===== config.mk =====
export PLATFORM = sky130hd
export DESIGN_NAME = eth_mac_rx_flat
export DESIGN_NICKNAME = d
export VERILOG_FILES = /design/src/rtl/eth_pkg.sv /design/src/rtl/eth_mac_rx_if.sv /design/src/rtl/crc32_gen.sv /design/src/rtl/eth_mac_rx.sv /design/src/flat_wrapper.sv
export SDC_FILE = /design/constraint.sdc
export NUM_CORES = 1
export LEC_CHECK = 0
export CELL_PAD_IN_SITES_DETAIL_PLACEMENT = 0
export CELL_PAD_IN_SITES_GLOBAL_PLACEMENT = 1
export CORE_ASPECT_RATIO = 2
export CORE_UTILIZATION = 52
export DETAILED_ROUTE_END_ITERATION = 8
export PLACE_DENSITY = 0.92
export REMOVE_ABC_BUFFERS = 1
export SLEW_MARGIN = 20
export SYNTH_ARGS = -nofsm -noshare
export SYNTH_HDL_FRONTEND = slang
export SYNTH_HIERARCHICAL = 1
export SYNTH_SLANG_ARGS = --single-unit

===== constraint.sdc =====
create_clock -name clk -period 8.85 [get_ports clk]
set_input_delay 1.77 -clock clk [delete_from_list [all_inputs] [get_ports clk]]
set_output_delay 1.77 -clock clk [all_outputs]
set_load 0.02 [all_outputs]

===== src/rtl/eth_pkg.sv =====
// Shared Ethernet definitions: receive FSM states, framing constants and a byte-wide CRC-32 step.
package eth_pkg;

    typedef enum logic [1:0] {
        WAIT_IDLE = 2'd0,
        IDLE      = 2'd1,
        PREAMBLE  = 2'd2,
        DATA      = 2'd3
    } rx_state_e;

    localparam logic [7:0] ETH_PREAMBLE_BYTE = 8'h55;
    localparam logic [7:0] ETH_SFD_BYTE      = 8'hD5;
    localparam int         ETH_FCS_LEN       = 4;

    // Reflected IEEE 802.3 polynomial, LSB of the byte first.
    function automatic logic [31:0] crc32_byte(input logic [31:0] crc, input logic [7:0] data);
        logic [31:0] c;
        c = crc ^ {24'h0, data};
        for (int i = 0; i < 8; i++) begin
            c = c[0] ? ((c >> 1) ^ 32'hEDB8_8320) : (c >> 1);
        end
        return c;
    endfunction

endpackage


===== src/rtl/eth_mac_rx_if.sv =====
// GMII receive pins and frame-stream outputs of eth_mac_rx.
// With ETH_RX_STATS_EN defined the good/bad frame counters are carried as well.
interface eth_mac_rx_if;
    logic [7:0]  gmii_rxd;
    logic        gmii_rx_dv;
    logic        gmii_rx_er;
    logic [7:0]  rx_data;
    logic        rx_valid;
    logic        rx_sof;
    logic        rx_done;
    logic [15:0] rx_len;
    logic        rx_crc_ok;
    logic        rx_err;
`ifdef ETH_RX_STATS_EN
    logic [31:0] stat_good;
    logic [31:0] stat_bad;

    modport master (
        output gmii_rxd, gmii_rx_dv, gmii_rx_er,
        input  rx_data, rx_valid, rx_sof, rx_done, rx_len, rx_crc_ok, rx_err, stat_good, stat_bad
    );
    modport slave (
        input  gmii_rxd, gmii_rx_dv, gmii_rx_er,
        output rx_data, rx_valid, rx_sof, rx_done, rx_len, rx_crc_ok, rx_err, stat_good, stat_bad
    );
`else
    modport master (
        output gmii_rxd, gmii_rx_dv, gmii_rx_er,
        input  rx_data, rx_valid, rx_sof, rx_done, rx_len, rx_crc_ok, rx_err
    );
    modport slave (
        input  gmii_rxd, gmii_rx_dv, gmii_rx_er,
        output rx_data, rx_valid, rx_sof, rx_done, rx_len, rx_crc_ok, rx_err
    );
`endif
endinterface


===== src/rtl/crc32_gen.sv =====
// Byte-serial Ethernet CRC-32 shared by the TX and RX MACs; crc_out is the complemented running value.
module crc32_gen
    import eth_pkg::*;
(
    input  logic        clk,
    input  logic        rst_n,
    input  logic        init,
    input  logic        calc,
    input  logic [7:0]  data_in,
    output logic [31:0] crc_out
);
    logic [31:0] crc_q;
    logic [31:0] crc_d;

    always_comb begin
        crc_d = crc_q;
        if (init) begin
            crc_d = 32'hFFFF_FFFF;
        end else if (calc) begin
            crc_d = crc32_byte(crc_q, data_in);
        end
    end

    always_ff @(posedge clk or negedge rst_n) begin
        if (!rst_n) begin
            crc_q <= 32'hFFFF_FFFF;
        end else begin
            crc_q <= crc_d;
        end
    end

    assign crc_out = ~crc_q;

endmodule


===== src/rtl/eth_mac_rx.sv =====
// GMII receive MAC: strips preamble/SFD, streams the payload with the FCS held back, reports status per frame.
// Define ETH_RX_STATS_EN to add the stat_good/stat_bad frame counters.
module eth_mac_rx
    import eth_pkg::*;
#(
    parameter int MIN_FRAME_LEN = 64,
    parameter int MAX_FRAME_LEN = 1518
) (
    input  logic        clk,
    input  logic        rst,
    eth_mac_rx_if.slave bus
);
    localparam logic [15:0] MIN_LEN = 16'(MIN_FRAME_LEN);
    localparam logic [15:0] MAX_LEN = 16'(MAX_FRAME_LEN);
    localparam logic [15:0] FCS_LEN = 16'(ETH_FCS_LEN);

    logic [7:0]      rxd_q;
    logic            dv_q;
    logic            er_q;
    logic            live_q;
    rx_state_e       state_q;
    rx_state_e       state_d;
    logic [3:0][7:0] dly_q;
    logic [3:0][7:0] dly_d;
    logic [15:0]     count_q;
    logic [15:0]     count_d;
    logic            er_flag_q;
    logic            er_flag_d;
    logic [7:0]      rx_data_q;
    logic [7:0]      rx_data_d;
    logic            rx_valid_q;
    logic            rx_valid_d;
    logic            rx_sof_q;
    logic            rx_sof_d;
    logic            rx_done_q;
    logic            rx_done_d;
    logic [15:0]     rx_len_q;
    logic [15:0]     rx_len_d;
    logic            rx_crc_ok_q;
    logic            rx_crc_ok_d;
    logic            rx_err_q;
    logic            rx_err_d;
    logic            shift;
    logic            emit;
    logic            sfd_seen;
    logic            eof;
    logic            have_fcs;
    logic [31:0]     crc_out;

    // live_q keeps WAIT_IDLE from trusting the reset value of dv_q before a real sample exists.
    always_ff @(posedge clk or posedge rst) begin
        if (rst) begin
            rxd_q  <= '0;
            dv_q   <= 1'b0;
            er_q   <= 1'b0;
            live_q <= 1'b0;
        end else begin
            rxd_q  <= bus.gmii_rxd;
            dv_q   <= bus.gmii_rx_dv;
            er_q   <= bus.gmii_rx_er;
            live_q <= 1'b1;
        end
    end

    always_ff @(posedge clk or posedge rst) begin
        if (rst) begin
            state_q <= WAIT_IDLE;
        end else begin
            state_q <= state_d;
        end
    end

    always_comb begin
        state_d = state_q;
        case (state_q)
            WAIT_IDLE: if (live_q && !dv_q) state_d = IDLE;
            IDLE: begin
                if (dv_q) state_d = (rxd_q == ETH_PREAMBLE_BYTE) ? PREAMBLE : WAIT_IDLE;
            end
            PREAMBLE: begin
                if (!dv_q)                           state_d = IDLE;
                else if (rxd_q == ETH_SFD_BYTE)      state_d = DATA;
                else if (rxd_q != ETH_PREAMBLE_BYTE) state_d = WAIT_IDLE;
            end
            DATA: if (!dv_q) state_d = IDLE;
            default: state_d = WAIT_IDLE;
        endcase
    end

    always_comb begin
        sfd_seen = (state_q == PREAMBLE) && dv_q && (rxd_q == ETH_SFD_BYTE);
        shift    = (state_q == DATA) && dv_q;
        eof      = (state_q == DATA) && !dv_q;
        emit     = shift && (count_q >= FCS_LEN);
        have_fcs = count_q >= FCS_LEN;

        dly_d       = dly_q;
        count_d     = count_q;
        er_flag_d   = er_flag_q;
        rx_data_d   = rx_data_q;
        rx_valid_d  = 1'b0;
        rx_sof_d    = 1'b0;
        rx_done_d   = 1'b0;
        rx_len_d    = '0;
        rx_crc_ok_d = 1'b0;
        rx_err_d    = 1'b0;

        if (sfd_seen) begin
            count_d   = '0;
            er_flag_d = 1'b0;
        end
        if (shift) begin
            dly_d = {dly_q[2:0], rxd_q};
            if (count_q != 16'hFFFF) count_d = count_q + 16'd1;
            if (er_q) er_flag_d = 1'b1;
        end
        // The oldest delay-line byte is payload once a newer byte proves it is not FCS.
        if (emit) begin
            rx_data_d  = dly_q[3];
            rx_valid_d = 1'b1;
            rx_sof_d   = (count_q == FCS_LEN);
        end
        if (eof) begin
            rx_done_d   = 1'b1;
            rx_len_d    = have_fcs ? (count_q - FCS_LEN) : 16'd0;
            rx_crc_ok_d = have_fcs && ({dly_q[0], dly_q[1], dly_q[2], dly_q[3]} == crc_out);
            rx_err_d    = er_flag_q || (count_q < MIN_LEN) || (count_q > MAX_LEN) || !rx_crc_ok_d;
        end
    end

    always_ff @(posedge clk or posedge rst) begin
        if (rst) begin
            dly_q       <= '0;
            count_q     <= '0;
            er_flag_q   <= 1'b0;
            rx_data_q   <= '0;
            rx_valid_q  <= 1'b0;
            rx_sof_q    <= 1'b0;
            rx_done_q   <= 1'b0;
            rx_len_q    <= '0;
            rx_crc_ok_q <= 1'b0;
            rx_err_q    <= 1'b0;
        end else begin
            dly_q       <= dly_d;
            count_q     <= count_d;
            er_flag_q   <= er_flag_d;
            rx_data_q   <= rx_data_d;
            rx_valid_q  <= rx_valid_d;
            rx_sof_q    <= rx_sof_d;
            rx_done_q   <= rx_done_d;
            rx_len_q    <= rx_len_d;
            rx_crc_ok_q <= rx_crc_ok_d;
            rx_err_q    <= rx_err_d;
        end
    end

    crc32_gen u_crc (
        .clk     (clk),
        .rst_n   (!rst),
        .init    (sfd_seen),
        .calc    (emit),
        .data_in (dly_q[3]),
        .crc_out (crc_out)
    );

    assign bus.rx_data   = rx_data_q;
    assign bus.rx_valid  = rx_valid_q;
    assign bus.rx_sof    = rx_sof_q;
    assign bus.rx_done   = rx_done_q;
    assign bus.rx_len    = rx_len_q;
    assign bus.rx_crc_ok = rx_crc_ok_q;
    assign bus.rx_err    = rx_err_q;

`ifdef ETH_RX_STATS_EN
    logic [31:0] stat_good_q;
    logic [31:0] stat_good_d;
    logic [31:0] stat_bad_q;
    logic [31:0] stat_bad_d;

    always_comb begin
        stat_good_d = stat_good_q;
        stat_bad_d  = stat_bad_q;
        if (rx_done_d) begin
            if (rx_err_d) stat_bad_d  = stat_bad_q + 32'd1;
            else          stat_good_d = stat_good_q + 32'd1;
        end
    end

    always_ff @(posedge clk or posedge rst) begin
        if (rst) begin
            stat_good_q <= '0;
            stat_bad_q  <= '0;
        end else begin
            stat_good_q <= stat_good_d;
            stat_bad_q  <= stat_bad_d;
        end
    end

    assign bus.stat_good = stat_good_q;
    assign bus.stat_bad  = stat_bad_q;
`endif

endmodule

===== src/flat_wrapper.sv =====
// flat-port wrapper written by rule: the top's interface ports become plain ports
module eth_mac_rx_flat import eth_pkg::*;
#(
    parameter int MIN_FRAME_LEN = 64,
    parameter int MAX_FRAME_LEN = 1518
)
  (clk, rst, bus_gmii_rxd, bus_gmii_rx_dv, bus_gmii_rx_er, bus_rx_data, bus_rx_valid, bus_rx_sof, bus_rx_done, bus_rx_len, bus_rx_crc_ok, bus_rx_err);
  eth_mac_rx_if bus_i ();
  input  logic clk;
  input  logic rst;
  input wire logic [$bits(bus_i.gmii_rxd)-1:0] bus_gmii_rxd;
  input wire logic [$bits(bus_i.gmii_rx_dv)-1:0] bus_gmii_rx_dv;
  input wire logic [$bits(bus_i.gmii_rx_er)-1:0] bus_gmii_rx_er;
  output wire logic [$bits(bus_i.rx_data)-1:0] bus_rx_data;
  output wire logic [$bits(bus_i.rx_valid)-1:0] bus_rx_valid;
  output wire logic [$bits(bus_i.rx_sof)-1:0] bus_rx_sof;
  output wire logic [$bits(bus_i.rx_done)-1:0] bus_rx_done;
  output wire logic [$bits(bus_i.rx_len)-1:0] bus_rx_len;
  output wire logic [$bits(bus_i.rx_crc_ok)-1:0] bus_rx_crc_ok;
  output wire logic [$bits(bus_i.rx_err)-1:0] bus_rx_err;
  assign bus_i.gmii_rxd = bus_gmii_rxd;
  assign bus_i.gmii_rx_dv = bus_gmii_rx_dv;
  assign bus_i.gmii_rx_er = bus_gmii_rx_er;
  assign bus_rx_data = bus_i.rx_data;
  assign bus_rx_valid = bus_i.rx_valid;
  assign bus_rx_sof = bus_i.rx_sof;
  assign bus_rx_done = bus_i.rx_done;
  assign bus_rx_len = bus_i.rx_len;
  assign bus_rx_crc_ok = bus_i.rx_crc_ok;
  assign bus_rx_err = bus_i.rx_err;
  eth_mac_rx #(.MIN_FRAME_LEN(MIN_FRAME_LEN), .MAX_FRAME_LEN(MAX_FRAME_LEN)) u_core (.clk(clk), .rst(rst), .bus(bus_i));
endmodule

==> results of run 1 <==
## kinds of logic after synthesis
family / count (synthesis) / synth area share, %
other: 1 / 0.05631
multiplexers: 41 / 6.913
buffers and inverters: 75 / 4.546
AND/OR/NAND/NOR: 144 / 11.23
XOR/XNOR: 105 / 20.44
flip-flops: 123 / 46.82
adder cells (fa/ha/maj): 9 / 1.691
AO/OA/AOI/OAI: 80 / 8.304
## power by group through the flow
stage	Sequential (uW)	Clock, uW	Combinational, uW
finish	576	657	42.2
CTS	576	671	42.2
global placement	585	0	37.8
detailed placement	586	0	41.4
floorplan	583	0	27.5
global route	577	697	47.3
## through the flow
step / total power (uW) / area (sq um)
floorplan: 610.6 / 6530
global placement: 622.4 / 7158
detailed placement: 627.0 / 7158
CTS: 1290 / 7729
global route: 1322 / 7732
finish: 1276 / 7732
## worst max-delay path by stage
| stage | end | from | cells after the start | slack, ps |
|---|---|---|---|---|
| 2_1_floorplan | u_core/bus.rx_crc_ok | rst | 1 | 3860 |
| 3_3_place_gp | u_core/bus.rx_data[6] | rst | 3 | 5230 |
| 3_5_place_dp | u_core/dly_q[14] | rst | 3 | 5170 |
| 4_1_cts | u_core/dly_q[21] | rst | 3 | 5610 |
| 5_1_grt | u_core/u_crc/crc_q[24] | u_core/count_q[2] | 9 | 5420 |
| 6_report | bus_rx_len[6] | u_core/bus.rx_len[6] | 1 | 5670 |
## layer usage
metal	share of wire (%)	vias to the layer above
met5	0	-
met4	6.0	0
met3	2.7	52
met2	58	139
met1	34	2276
li1	-	2047
## sequential cells by signal, summed over array words and instances (netlist names), 2 cells and up
signal,cells
u_core/dly_q,32
u_core/u_crc/crc_q,32
u_core/bus.rx_data,8
u_core/count_q,16
u_core/state_q,2
u_core/bus.rx_len,16
u_core/rxd_q,8
## final cells by class
type	instances	area, sq um	share of cell area [%]
repair buffers	45	441.7	5.712
well taps	150	187.7	2.427
clock buffers	19	452.9	5.858
clock inverters	13	117.6	1.521
multi-input cells	380	3239	41.89
inverters	46	175.2	2.265
flip-flops and latches	123	3118	40.32
## worst reg2reg max path, stage by stage (launching register included)
cell      delay, ps
dfrtp_1         520
inv_1           100
ha_1            290
nand4_1         180
nand2b_1        170
nand3_2         350
inv_1           190
clkinv_1        610
nor2_1          510
a21oi_1         140
## synthesized netlist by cell type (all sizes together), types with 2 or more instances
cell type	number
nand4	16
a21bo	3
or3	7
a31oi	3
a21oi	16
nand2b	2
a21o	5
nor3	10
xnor3	21
dfrtp	91
nand2	21
nor4	9
nor2b	2
ha	9
nor2	50
xnor2	74
nand3	13
a211oi	2
and3	2
or4	3
a21boi	2
o31ai	3
inv	45
mux2	40
buf	12
clkbuf	17
dfstp	32
and4	3
o21ai	19
xor2	10
a211o	18
==> metrics.txt, run 1 <==
GR Util met1 27.60%; core footprint 12,550 sq um; post-synthesis cell type count 66; PortBufs 40; H-Tree Depth 4; CTS clock-pin slew for the worst setup and hold paths 60 ps; post-synthesis sequential area ratio 46.82%; cells on worst reg2reg path 9; Reg2Reg Capture Point u_core/u_crc/crc_q[25]; die area 13,290 sq um; CTS Hold Bufs 0; average wire per standard cell 20.58 um; Top Ports 41; Bufs and invs on worst path 1; leakage 0.003708 uW; Final HPWL DP 11,240 um; drt total wl 15,970 um; # DRC 0; GRT Util Overall 26.96%; antenna fix cells 0; via/cell ratio 5.817; Max Cap Violations 0; initial DRC count 290; maximum clock path buffer count 2; antenna-violating nets left 0; grt peak-use layer met2; Starting Density 53.05%; Worst Skew 7.063 ps; grt met3 use 3.933%; fmax 314.8 MHz; WP data arrival 1410 ps; nets 634; CTS tree yes; CP max stage cell clkdlybuf4s50_1; flop2flop setup slack 5690 ps; Switch Pwr 288.1 uW; critical path, cell by cell clkdlybuf4s50_1; worst skew pair latency 400 ps; Hold Crit Start u_core/rxd_q[5]; pre-CTS setup slack 5169 ps; Final Setup Violations 0; max_slew headroom 41.89%; worst slew pin tran 869.6 ps; Hold Slack 501.0 ps; async set-reset flop share out of synthesis 100.0%; Syn Inst Count 578; Largest stage delay, worst path 620 ps; commonest non-fill, non-tap cell in the layout dfrtp_1; reg2reg start u_core/count_q[2]; P&R area growth vs syn 16.10%; DP Cell Count 744; synthesized area 6660 sq um; Peak VDD IR 130.9 uV; critical path peak fanout 1; Setup WS post-layout 5673 ps; die extent in y 162.1 um; Post-synth EDFFs 0; Critical Path Sink Type primary output; Ys Warns 6; Site Rows 58; antenna violations before repair 0; first-pass GRT wire length 25,720 um; post-synth top area share 34.19%; ys flop type dfrtp_1; Root Driver clkbuf_16; hold depth 1; Final Non-Filler Cells 776; startpoint types flop; Mapped Avg Cell Area 11.52 sq um; total grt overflow 0; Worst EP required 7080 ps; sw frac 22.58%; Logic pwr share 3.3%; fin. max-slew vios 0; Cell Pwr Density 165.0 nW/um^2; vias in the first global route 4,830; commonest non-fill, non-tap cells in the layout dfrtp_1 (91), xnor2_1 (62), nor2_1 (49), inv_1 (44), clkdlybuf4s50_1 (40); Final min period 3177 ps; final period utilization 35.90%; Num CTS Buffers 17; Synth Register Bits 123; hold crit path type flop to flop; Setup CP Type flop to primary output; largest area contributor in the netlist dfrtp_1; CP top delay family buffers and inverters; fin util 61.59%; PostCTS Resize Cnt 0; clock sinks 123; GPL Wtd Cong 0.8933; largest net degree at the start of global routing 85; Final Hold Fails 0; M2 GR Usage 47.90%; synth top area cells dfrtp_1 (34%), dfstp_2 (13%), xnor2_1 (8.2%), mux2_2 (6.6%), xnor3_1 (5.1%); Final TNS setup 0 ps; RSZ-0062 raised after global routing no; WHS Endpoint u_core/dly_q[5]; clock power share 51.5%; Internal Dissipation 987.6 uW; setup bufs post-CTS 0; Filler cells 997; Reg power frac 45.2%; number of iterations in the first detailed-routing pass 5; share of cells above drive strength 1 22.36%; outcome finished, final reports clean; vias post-DR 4,514; Die W 82.03 um
No activity file was read; power rests on OpenSTA's default activity.
==> inputs of run 2 (changes only) <==
--- a/config.mk
+++ b/config.mk
@@ -8,9 +8,9 @@
 export CELL_PAD_IN_SITES_DETAIL_PLACEMENT = 0
 export CELL_PAD_IN_SITES_GLOBAL_PLACEMENT = 1
 export CORE_ASPECT_RATIO = 2
-export CORE_UTILIZATION = 52
+export CORE_UTILIZATION = 44
 export DETAILED_ROUTE_END_ITERATION = 8
-export PLACE_DENSITY = 0.92
+export PLACE_DENSITY = 0.84
 export REMOVE_ABC_BUFFERS = 1
 export SLEW_MARGIN = 20
 export SYNTH_ARGS = -nofsm -noshare
==> constraint.sdc (replaced) <==
create_clock -name clk -period 2.6 [get_ports clk]
set_input_delay 0.52 -clock clk [delete_from_list [all_inputs] [get_ports clk]]
set_output_delay 0.52 -clock clk [all_outputs]
set_load 0.02 [all_outputs]
==> metrics.txt, run 2 (synthesis results as in run 1) <==
outcome finished, final reports clean; Internal Dissipation 3557 uW; Starting Density 44.94%; die area 15,660 sq um; Setup WS post-layout 277.7 ps; nets 658; fin area 8036 sq um; setup bufs post-CTS 0; die extent in y 176.0 um; Root Driver clkbuf_16; Pwr Total 4514 uW; Worst Skew 11.89 ps; PostCTS Resize Cnt 0; fin. max-slew vios 0; fmax 430.6 MHz; total grt overflow 0; Die W 89.00 um; RSZ-0062 raised after global routing no; H-Tree Depth 4; # DRC 0; Switch Pwr 957.1 uW; max_slew headroom 56.61%; Reg power frac 43.4%; first-pass GRT wire length 26,380 um; sw frac 21.20%; Peak VDD IR 435.0 uV; antenna fix cells 0; GRT Util Overall 23.43%; critical path peak fanout 19; core footprint 14,820 sq um; Cell Pwr Density 561.7 nW/um^2; vias in the first global route 4,921; worst slew pin tran 650.8 ps; worst skew pair latency 420 ps; GPL Wtd Cong 0.9058; Top Ports 41; Final TNS setup 0 ps; number of iterations in the first detailed-routing pass 4; initial DRC count 245; leakage 0.003854 uW; commonest non-fill, non-tap cell in the layout dfrtp_1; DP Cell Count 813; Max Cap Violations 0; maximum clock path buffer count 2; Final HPWL DP 12,580 um; share of cells above drive strength 1 24.92%; Logic pwr share 3.5%; Worst EP required 2930 ps; pre-CTS setup slack 291.8 ps; Final Setup Violations 0; Setup CP Type flop to flop; antenna-violating nets left 0; Critical Path Sink Type flop; Final min period 2322 ps; flop2flop setup slack 280 ps; vias post-DR 4,505; hold crit path type flop to flop; average wire per standard cell 19.71 um; Num CTS Buffers 17; Site Rows 63; via/cell ratio 5.331; CTS Hold Bufs 0; clock power share 53.1%; startpoint types flop; drt total wl 16,650 um; dpl cell area 7432 sq um; Final Non-Filler Cells 845; commonest non-fill, non-tap cells in the layout dfrtp_1 (91), xnor2_1 (62), nor2_1 (49), inv_1 (44), clkdlybuf4s50_1 (40); clock sinks 123; WP data arrival 2660 ps; PortBufs 40; CTS tree yes; P&R area growth vs syn 20.67%; final period utilization 89.32%; Final Hold Fails 0; largest net degree at the start of global routing 49; Largest regs u_core/dly_q (32), u_core/u_crc/crc_q (32); antenna violations before repair 0; CTS clock-pin slew for the worst setup and hold paths 60 ps
[run 2: cell count changes in the layout (fill, tap and decap cells not counted), sizes merged]
cell	delta
bufinv	+2
clkinv	-1
buf	+24
inv	-2
clkinvlp	-1
clkbuf	+2
[run 2: metal layers]
| layer | GRT usage, % | vias up | share of wire, % |
|---|---|---|---|
| met3 | 3.834 | 47 | 2.2 |
| li1 | - | 2086 | - |
| met1 | 22.34 | 2267 | 33 |
| met5 | 0 | - | 0 |
| met4 | 16.87 | 0 | 7.1 |
| met2 | 43.30 | 105 | 57 |
[run 2: final cells by class]
class                      count  area, sq um
inverter                      46        175.2
sequential                   123         3118
timing repair buffer          69        655.6
clock buffer                  21        460.4
fill                        1338         6783
tap                          195        244.0
clock inverter                11        143.9
multi-input combinational    380         3239
[run 2: metrics by stage]
| step | hold WS [ps] | util, % |
|---|---|---|
| 2_1_floorplan | 467.3 | - |
| 3_3_place_gp | 483.1 | 50.15 |
| 3_5_place_dp | 484.5 | 50.15 |
| 4_1_cts | 501.4 | 54.23 |
| 5_1_grt | 522.4 | 54.23 |
| 6_report | 499.7 | 54.23 |
[run 2: critical path, cell delays in order (launching register included)]
cell,delay [ps]
dfrtp_1,460
nor4_1,400
nand4_1,310
nand2b_1,260
nand3_2,100
inv_1,60
clkinv_1,60
buf_4,220
nor2_1,80
a211o_1,280
[run 2: path summary, 6_finish.rpt]
path / startpoint / to / cells after the start
worst max-delay path: u_core/count_q[8] / u_core/u_crc/crc_q[9] / 9
min in group asynchronous: rst / u_core/dly_q[24] / 2
worst min register to register: u_core/bus.rx_data[7] / u_core/bus.rx_data[7] / 1
worst max register to register: u_core/count_q[8] / u_core/u_crc/crc_q[9] / 9
worst min-delay path: u_core/bus.rx_data[7] / u_core/bus.rx_data[7] / 1
max in group asynchronous: rst / u_core/u_crc/crc_q[10] / 3
[run 2: power groups by stage]
stage / Combinational, uW / Clock, uW / Sequential (uW)
6_report: 157 / 2400 / 1960
5_1_grt: 176 / 2510 / 1960
2_1_floorplan: 93.6 / 0 / 1980
3_5_place_dp: 159 / 0 / 1990
4_1_cts: 160 / 2450 / 1960
3_3_place_gp: 146 / 0 / 1990
